File: config.mk
export PLATFORM = sky130hd
export DESIGN_NAME = conv_engine_flat
export DESIGN_NICKNAME = d
export VERILOG_FILES = /design/src/rtl/conv_engine_if.sv /design/src/rtl/conv_engine.sv /design/src/flat_wrapper.sv
export SDC_FILE = /design/constraint.sdc
export NUM_CORES = 2
export LEC_CHECK = 0
export CORE_MARGIN = 5
export CORE_UTILIZATION = 65
export DETAILED_ROUTE_END_ITERATION = 8
export DONT_BUFFER_PORTS = 1
export PLACE_DENSITY = 0.83
export SETUP_SLACK_MARGIN = 0.15
export SLEW_MARGIN = 20
export SYNTH_ARGS = -nofsm -noshare
export SYNTH_HDL_FRONTEND = slang
export SYNTH_SLANG_ARGS = --single-unit
File: constraint.sdc
create_clock -name clk -period 14.6 [get_ports clk]
set_input_delay 2.92 -clock clk [delete_from_list [all_inputs] [get_ports clk]]
set_output_delay 2.92 -clock clk [all_outputs]
set_load 0.05 [all_outputs]
File: src/rtl/conv_engine_if.sv
`default_nettype none
// +-----------------------------------------------------------------------+
// | conv_engine_if : scheduler handshake plus shared DRAM port bundle       |
// | Rev 1.0                                                                |
// +-----------------------------------------------------------------------+
interface conv_engine_if #(
  parameter int DATA_WIDTH = 32,
  parameter int ADDR_WIDTH = 18
);
  logic                  enable;
  logic                  done;
  logic                  dram_valid;
  logic [DATA_WIDTH-1:0] data_in;
  logic [DATA_WIDTH-1:0] data_out;
  logic [ADDR_WIDTH-1:0] addr_in;
  logic [ADDR_WIDTH-1:0] addr_out;
  logic                  dram_en_rd;
  logic                  dram_en_wr;

  // master = the engine, slave = scheduler/DRAM side
  modport master (
    input  enable, dram_valid, data_in,
    output done, data_out, addr_in, addr_out, dram_en_rd, dram_en_wr
  );

  modport slave (
    output enable, dram_valid, data_in,
    input  done, data_out, addr_in, addr_out, dram_en_rd, dram_en_wr
  );
endinterface
`default_nettype wire

File: src/rtl/conv_engine.sv
`default_nettype none
// +-----------------------------------------------------------------------+
// | conv_engine : single-MAC valid-padding conv layer (stride 1/2, bias)   |
// | Optional: CONV_RELU_EN clamps negative outputs to 0.   Rev 1.0         |
// +-----------------------------------------------------------------------+
module conv_engine #(
  parameter int DATA_WIDTH = 32,
  parameter int FRAC_BITS  = 16,
  parameter int ADDR_WIDTH = 18,
  parameter int KNL_SIZE   = 5,
  parameter int MAX_CHNL   = 32,
  parameter int HDR_ADDR   = 0,
  parameter int BIAS_BASE  = 16,
  parameter int WGT_BASE   = 64,
  parameter int IFMAP_BASE = 65536,
  parameter int OFMAP_BASE = 131072
) (
  input wire logic      clk,
  input wire logic      arst,
  conv_engine_if.master bus
);

  localparam int c_acc_w  = DATA_WIDTH + 8;
  localparam int c_prod_w = 2 * DATA_WIDTH;

  localparam logic [2:0] S_IDLE    = 3'd0;
  localparam logic [2:0] S_LD_HDR  = 3'd1;
  localparam logic [2:0] S_LD_BIAS = 3'd2;
  localparam logic [2:0] S_LD_WGT  = 3'd3;
  localparam logic [2:0] S_LD_PIX  = 3'd4;
  localparam logic [2:0] S_MAC     = 3'd5;
  localparam logic [2:0] S_WR      = 3'd6;
  localparam logic [2:0] S_DONE    = 3'd7;

  localparam logic [7:0]            c_k8      = 8'(KNL_SIZE);
  localparam logic [2:0]            c_k_last  = 3'(KNL_SIZE - 1);
  localparam logic [6:0]            c_max_ch  = 7'(MAX_CHNL);
  localparam logic [ADDR_WIDTH-1:0] c_k_a     = ADDR_WIDTH'(KNL_SIZE);
  localparam logic [ADDR_WIDTH-1:0] c_hdr_a   = ADDR_WIDTH'(HDR_ADDR);
  localparam logic [ADDR_WIDTH-1:0] c_bias_a  = ADDR_WIDTH'(BIAS_BASE);
  localparam logic [ADDR_WIDTH-1:0] c_wgt_a   = ADDR_WIDTH'(WGT_BASE);
  localparam logic [ADDR_WIDTH-1:0] c_ifmap_a = ADDR_WIDTH'(IFMAP_BASE);
  localparam logic [ADDR_WIDTH-1:0] c_ofmap_a = ADDR_WIDTH'(OFMAP_BASE);
  localparam logic [c_acc_w-1:0]    c_acc_max = {1'b0, {(c_acc_w-1){1'b1}}};
  localparam logic [c_acc_w-1:0]    c_acc_min = {1'b1, {(c_acc_w-1){1'b0}}};
  localparam logic [DATA_WIDTH-1:0] c_out_max = {1'b0, {(DATA_WIDTH-1){1'b1}}};
  localparam logic [DATA_WIDTH-1:0] c_out_min = {1'b1, {(DATA_WIDTH-1){1'b0}}};

  logic [2:0]            r_state, w_state_nxt;
  logic                  r_rd_en;
  logic [ADDR_WIDTH-1:0] r_rd_addr;
  logic [5:0]            r_oc, r_ic, r_co, r_ci;
  logic [7:0]            r_w, r_h, r_oh, r_ow, r_oy, r_ox;
  logic                  r_s;
  logic [2:0]            r_ky, r_kx;
  logic [c_acc_w-1:0]    r_acc;
  logic [DATA_WIDTH-1:0] r_wgt, r_pix;

  // ---------------- header decode ----------------
  logic [5:0] w_hdr_oc, w_hdr_ic;
  logic [7:0] w_hdr_w, w_hdr_h, w_hdr_oh, w_hdr_ow;
  logic       w_hdr_s, w_hdr_bad;

  assign w_hdr_oc  = bus.data_in[5:0];
  assign w_hdr_ic  = bus.data_in[11:6];
  assign w_hdr_w   = bus.data_in[19:12];
  assign w_hdr_h   = bus.data_in[27:20];
  assign w_hdr_s   = bus.data_in[28];
  assign w_hdr_bad = (w_hdr_oc == 6'd0) || (w_hdr_ic == 6'd0) ||
                     ({1'b0, w_hdr_oc} > c_max_ch) || ({1'b0, w_hdr_ic} > c_max_ch) ||
                     (w_hdr_w < c_k8) || (w_hdr_h < c_k8);
  assign w_hdr_oh  = (w_hdr_s ? ((w_hdr_h - c_k8) >> 1) : (w_hdr_h - c_k8)) + 8'd1;
  assign w_hdr_ow  = (w_hdr_s ? ((w_hdr_w - c_k8) >> 1) : (w_hdr_w - c_k8)) + 8'd1;

  // ---------------- loop bookkeeping ----------------
  logic w_rd_ack, w_is_ld;
  logic w_last_kx, w_last_ky, w_last_ci, w_last_tap;
  logic w_last_ox, w_last_oy, w_last_co, w_last_px;

  assign w_rd_ack   = r_rd_en & bus.dram_valid;
  assign w_is_ld    = (r_state == S_LD_HDR) || (r_state == S_LD_BIAS) ||
                      (r_state == S_LD_WGT) || (r_state == S_LD_PIX);
  assign w_last_kx  = (r_kx == c_k_last);
  assign w_last_ky  = (r_ky == c_k_last);
  assign w_last_ci  = (r_ci == r_ic - 6'd1);
  assign w_last_tap = w_last_kx && w_last_ky && w_last_ci;
  assign w_last_ox  = (r_ox == r_ow - 8'd1);
  assign w_last_oy  = (r_oy == r_oh - 8'd1);
  assign w_last_co  = (r_co == r_oc - 6'd1);
  assign w_last_px  = w_last_ox && w_last_oy && w_last_co;

  // ---------------- address generation (wraps at ADDR_WIDTH) ----------------
  logic [ADDR_WIDTH-1:0] w_co_a, w_ci_a, w_ic_a, w_ky_a, w_kx_a;
  logic [ADDR_WIDTH-1:0] w_oy_a, w_ox_a, w_w_a, w_h_a, w_oh_a, w_ow_a;
  logic [ADDR_WIDTH-1:0] w_wgt_addr, w_pix_addr, w_out_addr, w_rd_addr;

  assign w_co_a = ADDR_WIDTH'(r_co);
  assign w_ci_a = ADDR_WIDTH'(r_ci);
  assign w_ic_a = ADDR_WIDTH'(r_ic);
  assign w_ky_a = ADDR_WIDTH'(r_ky);
  assign w_kx_a = ADDR_WIDTH'(r_kx);
  assign w_oy_a = ADDR_WIDTH'(r_oy);
  assign w_ox_a = ADDR_WIDTH'(r_ox);
  assign w_w_a  = ADDR_WIDTH'(r_w);
  assign w_h_a  = ADDR_WIDTH'(r_h);
  assign w_oh_a = ADDR_WIDTH'(r_oh);
  assign w_ow_a = ADDR_WIDTH'(r_ow);

  assign w_wgt_addr = c_wgt_a + ((w_co_a * w_ic_a + w_ci_a) * c_k_a + w_ky_a) * c_k_a + w_kx_a;
  assign w_pix_addr = c_ifmap_a + (w_ci_a * w_h_a + (w_oy_a << r_s) + w_ky_a) * w_w_a
                      + (w_ox_a << r_s) + w_kx_a;
  assign w_out_addr = c_ofmap_a + (w_co_a * w_oh_a + w_oy_a) * w_ow_a + w_ox_a;

  always_comb begin
    w_rd_addr = c_hdr_a;
    case (r_state)
      S_LD_BIAS: w_rd_addr = c_bias_a + w_co_a;
      S_LD_WGT:  w_rd_addr = w_wgt_addr;
      S_LD_PIX:  w_rd_addr = w_pix_addr;
      default:   w_rd_addr = c_hdr_a;
    endcase
  end

  // ---------------- MAC: the accumulator clamps instead of wrapping ----------------
  logic signed [c_prod_w-1:0] w_prod, w_term;
  logic [c_acc_w-1:0]         w_term_sat, w_acc_nxt;
  logic [c_acc_w:0]           w_sum;
  logic                       w_term_fits;

  assign w_prod      = $signed(r_wgt) * $signed(r_pix);
  assign w_term      = w_prod >>> FRAC_BITS;
  assign w_term_fits = (&w_term[c_prod_w-1:c_acc_w-1]) || ~(|w_term[c_prod_w-1:c_acc_w-1]);
  assign w_term_sat  = w_term_fits ? w_term[c_acc_w-1:0] :
                       (w_term[c_prod_w-1] ? c_acc_min : c_acc_max);
  assign w_sum       = {r_acc[c_acc_w-1], r_acc} + {w_term_sat[c_acc_w-1], w_term_sat};
  assign w_acc_nxt   = (w_sum[c_acc_w] == w_sum[c_acc_w-1]) ? w_sum[c_acc_w-1:0] :
                       (w_sum[c_acc_w] ? c_acc_min : c_acc_max);

  // ---------------- output saturation ----------------
  logic                  w_acc_fits;
  logic [DATA_WIDTH-1:0] w_sat, w_wr_data;

  assign w_acc_fits = (&r_acc[c_acc_w-1:DATA_WIDTH-1]) || ~(|r_acc[c_acc_w-1:DATA_WIDTH-1]);
  assign w_sat      = w_acc_fits ? r_acc[DATA_WIDTH-1:0] :
                      (r_acc[c_acc_w-1] ? c_out_min : c_out_max);
`ifdef CONV_RELU_EN
  assign w_wr_data  = w_sat[DATA_WIDTH-1] ? '0 : w_sat;
`else
  assign w_wr_data  = w_sat;
`endif

  // ---------------- FSM ----------------
  always_ff @(posedge clk or posedge arst) begin
    if (arst) r_state <= S_IDLE;
    else      r_state <= w_state_nxt;
  end

  always_comb begin
    w_state_nxt = r_state;
    case (r_state)
      S_IDLE:    if (bus.enable) w_state_nxt = S_LD_HDR;
      S_LD_HDR:  if (w_rd_ack)   w_state_nxt = w_hdr_bad ? S_DONE : S_LD_BIAS;
      S_LD_BIAS: if (w_rd_ack)   w_state_nxt = S_LD_WGT;
      S_LD_WGT:  if (w_rd_ack)   w_state_nxt = S_LD_PIX;
      S_LD_PIX:  if (w_rd_ack)   w_state_nxt = S_MAC;
      S_MAC:     w_state_nxt = w_last_tap ? S_WR : S_LD_WGT;
      S_WR:      w_state_nxt = w_last_px ? S_DONE : S_LD_BIAS;
      S_DONE:    if (!bus.enable) w_state_nxt = S_IDLE;
      default:   w_state_nxt = S_IDLE;
    endcase
  end

  always_comb begin
    bus.dram_en_wr = 1'b0;
    bus.addr_out   = '0;
    bus.data_out   = '0;
    bus.done       = (r_state == S_DONE);
    if (r_state == S_WR) begin
      bus.dram_en_wr = 1'b1;
      bus.addr_out   = w_out_addr;
      bus.data_out   = w_wr_data;
    end
  end

  assign bus.dram_en_rd = r_rd_en;
  assign bus.addr_in    = r_rd_addr;

  // ---------------- datapath registers ----------------
  always_ff @(posedge clk or posedge arst) begin
    if (arst) begin
      r_rd_en   <= 1'b0;
      r_rd_addr <= '0;
      r_oc      <= '0;
      r_ic      <= '0;
      r_w       <= '0;
      r_h       <= '0;
      r_s       <= 1'b0;
      r_oh      <= '0;
      r_ow      <= '0;
      r_co      <= '0;
      r_ci      <= '0;
      r_oy      <= '0;
      r_ox      <= '0;
      r_ky      <= '0;
      r_kx      <= '0;
      r_acc     <= '0;
      r_wgt     <= '0;
      r_pix     <= '0;
    end else begin
      // Each load state raises its request on its first cycle and holds it until data arrives.
      if (w_rd_ack) begin
        r_rd_en <= 1'b0;
      end else if (w_is_ld && !r_rd_en) begin
        r_rd_en   <= 1'b1;
        r_rd_addr <= w_rd_addr;
      end

      case (r_state)
        S_LD_HDR: if (w_rd_ack) begin
          r_oc <= w_hdr_oc;
          r_ic <= w_hdr_ic;
          r_w  <= w_hdr_w;
          r_h  <= w_hdr_h;
          r_s  <= w_hdr_s;
          r_oh <= w_hdr_oh;
          r_ow <= w_hdr_ow;
          r_co <= '0;
          r_ci <= '0;
          r_oy <= '0;
          r_ox <= '0;
          r_ky <= '0;
          r_kx <= '0;
        end
        S_LD_BIAS: if (w_rd_ack) begin
          r_acc <= {{(c_acc_w-DATA_WIDTH){bus.data_in[DATA_WIDTH-1]}}, bus.data_in};
        end
        S_LD_WGT: if (w_rd_ack) r_wgt <= bus.data_in;
        S_LD_PIX: if (w_rd_ack) r_pix <= bus.data_in;
        S_MAC: begin
          r_acc <= w_acc_nxt;
          if (w_last_kx) begin
            r_kx <= '0;
            if (w_last_ky) begin
              r_ky <= '0;
              r_ci <= w_last_ci ? 6'd0 : r_ci + 6'd1;
            end else begin
              r_ky <= r_ky + 3'd1;
            end
          end else begin
            r_kx <= r_kx + 3'd1;
          end
        end
        S_WR: begin
          if (w_last_ox) begin
            r_ox <= '0;
            if (w_last_oy) begin
              r_oy <= '0;
              r_co <= w_last_co ? 6'd0 : r_co + 6'd1;
            end else begin
              r_oy <= r_oy + 8'd1;
            end
          end else begin
            r_ox <= r_ox + 8'd1;
          end
        end
        default: ;
      endcase
    end
  end

endmodule
`default_nettype wire

File: src/flat_wrapper.sv
// flat-port wrapper written by rule: the top's interface ports become plain ports
module conv_engine_flat 
#(
  parameter int DATA_WIDTH = 32,
  parameter int FRAC_BITS  = 16,
  parameter int ADDR_WIDTH = 18,
  parameter int KNL_SIZE   = 5,
  parameter int MAX_CHNL   = 32,
  parameter int HDR_ADDR   = 0,
  parameter int BIAS_BASE  = 16,
  parameter int WGT_BASE   = 64,
  parameter int IFMAP_BASE = 65536,
  parameter int OFMAP_BASE = 131072
)
  (clk, arst, bus_enable, bus_dram_valid, bus_data_in, bus_done, bus_data_out, bus_addr_in, bus_addr_out, bus_dram_en_rd, bus_dram_en_wr);
  conv_engine_if #(.DATA_WIDTH(DATA_WIDTH), .ADDR_WIDTH(ADDR_WIDTH)) bus_i ();
  input wire logic clk;
  input wire logic arst;
  input wire logic [$bits(bus_i.enable)-1:0] bus_enable;
  input wire logic [$bits(bus_i.dram_valid)-1:0] bus_dram_valid;
  input wire logic [$bits(bus_i.data_in)-1:0] bus_data_in;
  output wire logic [$bits(bus_i.done)-1:0] bus_done;
  output wire logic [$bits(bus_i.data_out)-1:0] bus_data_out;
  output wire logic [$bits(bus_i.addr_in)-1:0] bus_addr_in;
  output wire logic [$bits(bus_i.addr_out)-1:0] bus_addr_out;
  output wire logic [$bits(bus_i.dram_en_rd)-1:0] bus_dram_en_rd;
  output wire logic [$bits(bus_i.dram_en_wr)-1:0] bus_dram_en_wr;
  assign bus_i.enable = bus_enable;
  assign bus_i.dram_valid = bus_dram_valid;
  assign bus_i.data_in = bus_data_in;
  assign bus_done = bus_i.done;
  assign bus_data_out = bus_i.data_out;
  assign bus_addr_in = bus_i.addr_in;
  assign bus_addr_out = bus_i.addr_out;
  assign bus_dram_en_rd = bus_i.dram_en_rd;
  assign bus_dram_en_wr = bus_i.dram_en_wr;
  conv_engine #(.DATA_WIDTH(DATA_WIDTH), .FRAC_BITS(FRAC_BITS), .ADDR_WIDTH(ADDR_WIDTH), .KNL_SIZE(KNL_SIZE), .MAX_CHNL(MAX_CHNL), .HDR_ADDR(HDR_ADDR), .BIAS_BASE(BIAS_BASE), .WGT_BASE(WGT_BASE), .IFMAP_BASE(IFMAP_BASE), .OFMAP_BASE(OFMAP_BASE)) u_core (.clk(clk), .arst(arst), .bus(bus_i));
endmodule
; Word-level counts from Yosys, hierarchy flattened
; Cells that the tools add are included.
[word_totals]
wordCells = 175
input_bits = 36
rom_bits = 0
latch_bits = 0
ram_bits = 0
regBits = 205
memories = 0
output_inout_bits = 71
[op_classes]
div_mod_pow = 0
n_lt_le_gt_ge = 4
mul = 8
n_addsub = 28
eq_ne = 24
n_bitwise = 4
n_mux = 47
shift = 2
n_reduce_logical = 39
[op_table]
columns = operator, n
row1 = 40-bit two-way mux, 5
row2 = 32-bit two-way mux, 3
row3 = 40-bit one-hot mux with 2 select lines, 1
row4 = 18-bit by 3-bit adder with 18-bit output, 4
row5 = 32-bit by 32-bit multiplier with 64-bit output, 1
row6 = 18-bit one-hot mux with 3 select lines, 1
row7 = 8-bit two-way mux, 6
row8 = 6-bit two-way mux, 7
row9 = 40-bit by 40-bit adder with 41-bit output, 1
row10 = 3-bit two-way mux, 13
row11 = 18-bit adder, 2
row12 = 18-bit by 8-bit adder with 18-bit output, 2
row13 = "18-bit by 3-bit multiplier with 18-bit output, second input constant", 2
row14 = 18-bit by 8-bit multiplier with 18-bit output, 2
row15 = 8-bit by 1-bit left shift with 18-bit output, 2
row16 = "8-bit by 1-bit adder with 8-bit output, second input constant", 4
row17 = 8-bit one-hot mux with 2 select lines, 2
row18 = 6-bit by 8-bit multiplier with 14-bit output, 2
row19 = 3-bit one-hot mux with 8 select lines, 1
row20 = 6-bit one-hot mux with 2 select lines, 2
row21 = "17-bit by 18-bit adder with 18-bit output, first input constant", 1
row22 = "18-bit adder, first input constant", 1
row23 = 18-bit by 6-bit adder with 18-bit output, 1
row24 = "7-bit by 18-bit adder with 18-bit output, first input constant", 1
row25 = 34 further kinds, 89

; Logic depth before layout (Yosys ltp)
[depth]
ltp_word = 9
ltp_mapped = 48

; Least setup slack after synthesis
; OpenSTA, ideal clock, no wires.
[synth_timing]
path_kind = reg2reg
from = register u_core.r_pix[2]
to = register u_core.r_acc[34]
arrival_ns = 11.613
setup_slack_ns = 2.850
required_ns = 14.464
stages_incl_launch_ff = 47
cell_sequence = dfrtp_1 > clkbuf_1 > nand2_1 > inv_1 > fa_1 > fa_1 > fa_1 > inv_1 > fa_1 > inv_1 > fa_1 > fa_1 > inv_1 > fa_1 > inv_1 > fa_1 > ha_1 > clkbuf_1 > [... 11 more ...] > buf_2 > buf_2 > o21a_1 > ha_1 > fa_1 > a211oi_1 > o21bai_1 > a211oi_1 > o31ai_1 > o22ai_1 > a21oi_1 > a211oi_2 > a21oi_1 > nor2_1 > buf_2 > o21ai_0 > nand2_1 > o21ai_0
[synth_between]
elab_chain_cells = 9
[synth_lines]
columns = element, line
row1 = from (decl), conv_engine.sv:57  ; logic [DATA_WIDTH-1:0] r_wgt, r_pix;
row2 = from (signal assigned), conv_engine.sv:238  ; S_LD_PIX: if (w_rd_ack) r_pix <= bus.data_in;
row3 = 32-bit by 32-bit multiplier with 64-bit output *, conv_engine.sv:130  ; assign w_prod = $signed(r_wgt) * $signed(r_pix);
row4 = 9-bit OR reduction, conv_engine.sv:132  ; assign w_term_fits = (&w_term[c_prod_w-1:c_acc_w-1]) || ~(|w_term[c_prod_w-1:c_acc_w-1]);
row5 = 1-bit NOT, conv_engine.sv:132
row6 = 1-bit logical OR, conv_engine.sv:132
row7 = 40-bit two-way mux *, conv_engine.sv:133  ; assign w_term_sat = w_term_fits ? w_term[c_acc_w-1:0] :
row8 = 40-bit by 40-bit adder with 41-bit output *, conv_engine.sv:135  ; assign w_sum = {r_acc[c_acc_w-1], r_acc} + {w_term_sat[c_acc_w-1], w_term_sat};
row9 = 40-bit two-way mux or 1-bit == test (tied branches), "conv_engine.sv:137, conv_engine.sv:136"
row10 = 40-bit two-way mux *, conv_engine.sv:136  ; assign w_acc_nxt = (w_sum[c_acc_w] == w_sum[c_acc_w-1]) ? w_sum[c_acc_w-1:0] :
row11 = 40-bit one-hot mux with 2 select lines *, conv_engine.sv:218  ; case (r_state)
row12 = to (signal assigned), conv_engine.sv:235  ; r_acc <= {{(c_acc_w-DATA_WIDTH){bus.data_in[DATA_WIDTH-1]}}, bus.data_in};
row13 = to (signal assigned), conv_engine.sv:240  ; r_acc <= w_acc_nxt;
row14 = to (decl), conv_engine.sv:56  ; logic [c_acc_w-1:0] r_acc;
; Mark *: on every way between the ends. The rest lies on a longest branch, timed or not.
; A chain may end at the register's enable or synchronous reset.

; Final worst setup path
[layout_timing]
from = register u_core.r_wgt[31]
to = register u_core.r_acc[26]
[layout_between]
elab_chain_cells = 9
[layout_lines]
columns = element, line
row1 = from (decl), conv_engine.sv:57
row2 = from (signal assigned), conv_engine.sv:237  ; S_LD_WGT: if (w_rd_ack) r_wgt <= bus.data_in;
row3 = 32-bit by 32-bit multiplier with 64-bit output *, conv_engine.sv:130
row4 = 9-bit OR reduction, conv_engine.sv:132
row5 = 1-bit NOT, conv_engine.sv:132
row6 = 1-bit logical OR, conv_engine.sv:132
row7 = 40-bit two-way mux *, conv_engine.sv:133
row8 = 40-bit by 40-bit adder with 41-bit output *, conv_engine.sv:135
row9 = 40-bit two-way mux or 1-bit == test (tied branches), "conv_engine.sv:137, conv_engine.sv:136"
row10 = 40-bit two-way mux *, conv_engine.sv:136
row11 = 40-bit one-hot mux with 2 select lines *, conv_engine.sv:218
; Marked as above.

==> key figures <==
Run status
  • Status: completed

Final layout
  • # fillers: between 7000 and 8000
  • Most frequent cells in the layout: fa_1, inv_1, nand2_1
  • Sequential cell area: 5144 um^2
  • Area occupied by multi-input gates: ~52000 um^2
  • Fin nets: roughly 8500
  • Synth-to-Final Area Change: 3.261%
  • Share of cells above drive strength 1: 3.756%
  • Most common cell after layout, fill and taps aside: fa_1

Synthesis
  • Syn_area_per_cell: 9.080 um^2
  • Distinct cell type count after synthesis: 83
  • Post-Syn Instances: 6909
  • Post-Syn Area: around 63000 um^2
  • Yosys reg bits: approximately 210
  • Syn_nets: 8761
  • Top_reg_cell synth: dfrtp_1
  • Post-synthesis sequential area ratio: under 10%
  • Yosys warning total: 0
  • Post-synth ARST share: between 90% and 100%
  • Number of flops mapped to enable cells by yosys: 0

Flow run
  • Max-Cap Viols: 0

Timing
  • Fin crit period: roughly 13000 ps
  • Setup violations, final: 0
  • Final hold vios: 0
  • Normalized max-slew margin: between 20% and 30%
  • Setup TNS: 0 ps
  • Worst-margin pin slew: approximately 1100 ps
  • Slew Limit Fails: 0
  • Peak Freq: ~75 MHz
  • Clock Skews: around 28 ps
  • Final worst-path cycle share: 91.77%
  • RSZ-0062 raised after global routing: false

Clock tree
  • Sink Count: 205
  • Depth of the CTS H-tree: 1
  • Clock tree buffer depth: 3
  • CTS Buf Count: 27
  • Reg clk slew, reported paths: 60 ps
  • CTS root buf: clkbuf_16
  • CTS tree: yes
  • Worst-Skew Late Latency: between 500 and 600 ps
  • Cts hold-fix bufs: 0

Die
  • Starting Density: between 60% and 70%
  • Chip height: 320.7 um
  • FP Rows: ~110
  • Core Area: a little under 100000 um^2
  • Die area: ~100000 um^2
  • Io pins: roughly 110
  • Chip Width: ~320 um

Detailed routing
  • Final wirelength: ~170 mm
  • Via density per instance: 5.965
  • Drt first-iter violations: 4160
  • Per-cell routed wire length: roughly 21 um
  • First-pass DRT Iterations: 6
  • ANT nets after route: 0
  • Total number of vias: ~48000
  • DRC viols: 0

Worst setup path
  • Arrival @ worst endpoint: 13870 ps
  • Critical Path Slowest Stage Cell: fa_1
  • Startpoint types: register
  • Largest stage delay on the critical path: around 880 ps
  • CP most frequent cell: fa_1
  • CP startpoint: u_core.r_wgt[31]
  • Crit-path max FO: 33
  • Worst flop-to-flop path startpoint: u_core.r_wgt[31]
  • Crit end category: register
  • Worst EP required: 15070 ps
  • Crit Path Class: reg -> reg

Global route
  • First-pass GRT wire length: around 270 mm
  • Tot GR Track Use: approximately a third
  • Largest net degree at the start of global routing: 79
  • Antenna violations before repair: 9
  • Overflow after GRT: 0
  • Vias in the first global route: a little over 50000

Place
  • IO buf count: 0
  • HPWL after DPL: roughly 130 mm
  • Routability Congestion: roughly 0.96

Min path
  • Hold crit path type: reg -> reg
  • Hold_sp: u_core.r_pix[21]
[state kept, by name, summed over array words and instances (netlist names)]
register	count
u_core.r_w	8
u_core.r_kx	3
u_core.bus.dram_en_rd	1
u_core.r_co	6
u_core.r_oc	6
u_core.r_ci	6
u_core.r_ky	3
u_core.r_state	3
u_core.r_s	1
u_core.r_oy	8
u_core.r_acc	40
u_core.r_h	8
u_core.bus.addr_in	18
u_core.r_wgt	32
u_core.r_ic	6
u_core.r_ox	8
u_core.r_pix	32
u_core.r_ow	8
u_core.r_oh	8
[worst max-delay path, delay by kind of cell, from the launching register on]
kind	cells	cell delay (ps)
xor+xnor	1	130
fa+ha+maj	11	5220
compound gates	19	4850
buf+inv	6	1050
flops	1	790
simple gates	5	1220
[synth_stat cells, types with 36 or more instances]
cell	instances	area, um^2
nand2_1	922	3461
o21a_1	94	705.7
a21oi_1	197	986.0
dfrtp_1	205	5130
ha_1	502	6281
a21o_1	79	593.1
and2_1	668	4179
o21bai_1	36	270.3
fa_1	1314	26310
xor2_1	104	910.9
nand2b_1	48	300.3
nor2_1	199	747.0
nor3_1	38	190.2
xnor2_1	173	1515
inv_1	1290	4842
o21ai_0	187	935.9
nor2b_1	48	300.3
nand3_1	66	330.3
clkbuf_1	315	1182
mux2_2	74	833.3
[layer usage]
metal / routed length [um] / up-vias / global-route usage [%]
li1: - / 20670 / -
met1: 62720 / 24340 / 42.60
met2: 77540 / 2160 / 53.59
met3: 17010 / 522 / 7.982
met4: 8653 / 4 / 13.38
met5: 30 / - / 0
[per-stage QoR]
stage	cell area [um^2]	hold slack, ps	instances	utilization [%]	setup WS (ps)
finish	64780	510.6	7995	67.28	1201
global route	64760	523.2	7986	67.26	183.8
CTS	64720	508.9	7982	67.22	791.4
detailed placement	63790	496.8	7934	66.26	890.1
global placement	63790	482.2	7934	66.25	1137
floorplan	62730	466.8	6909	-	2850
[cells by family after synthesis]
family          after synthesis  synth area share (%)
fa+ha+maj                  1816                 51.94
xor+xnor                    281                 4.001
buf+inv                    1626                 9.767
compound gates              780                 7.958
simple gates               2093                 16.28
flops                       205                 8.177
mux                         108                 1.871
[area by class of cell]
cell class	count	area share, %
sequential	205	7.940
clock buffer	36	1.157
antenna	9	0.03477
multi-input combinational	5078	79.60
tap	1276	2.465
timing repair buffer	88	1.045
inverter	1291	7.492
clock inverter	12	0.2704
[path summary, 6_finish.rpt]
| kind | to | slack (ps) | depth (start not counted) |
|---|---|---|---|
| max reg2reg | u_core.r_acc[26] | 1200 | 42 |
| min reg2reg | u_core.r_pix[21] | 510 | 1 |
| min | u_core.r_pix[21] | 510 | 1 |
| max | u_core.r_acc[26] | 1200 | 42 |
| max in group asynchronous | u_core.r_pix[6] | 11020 | 2 |
| min in group asynchronous | u_core.bus.addr_in[9] | 2250 | 1 |
[what timing repair did]
action,in CTS,in global routing
resized for setup,0,3
setup buffers,0,4
endpoints found under the setup margin,0,7
Power is not shown: default switching activity piles up to over one toggle a cycle in this logic, so the estimate is an artifact.
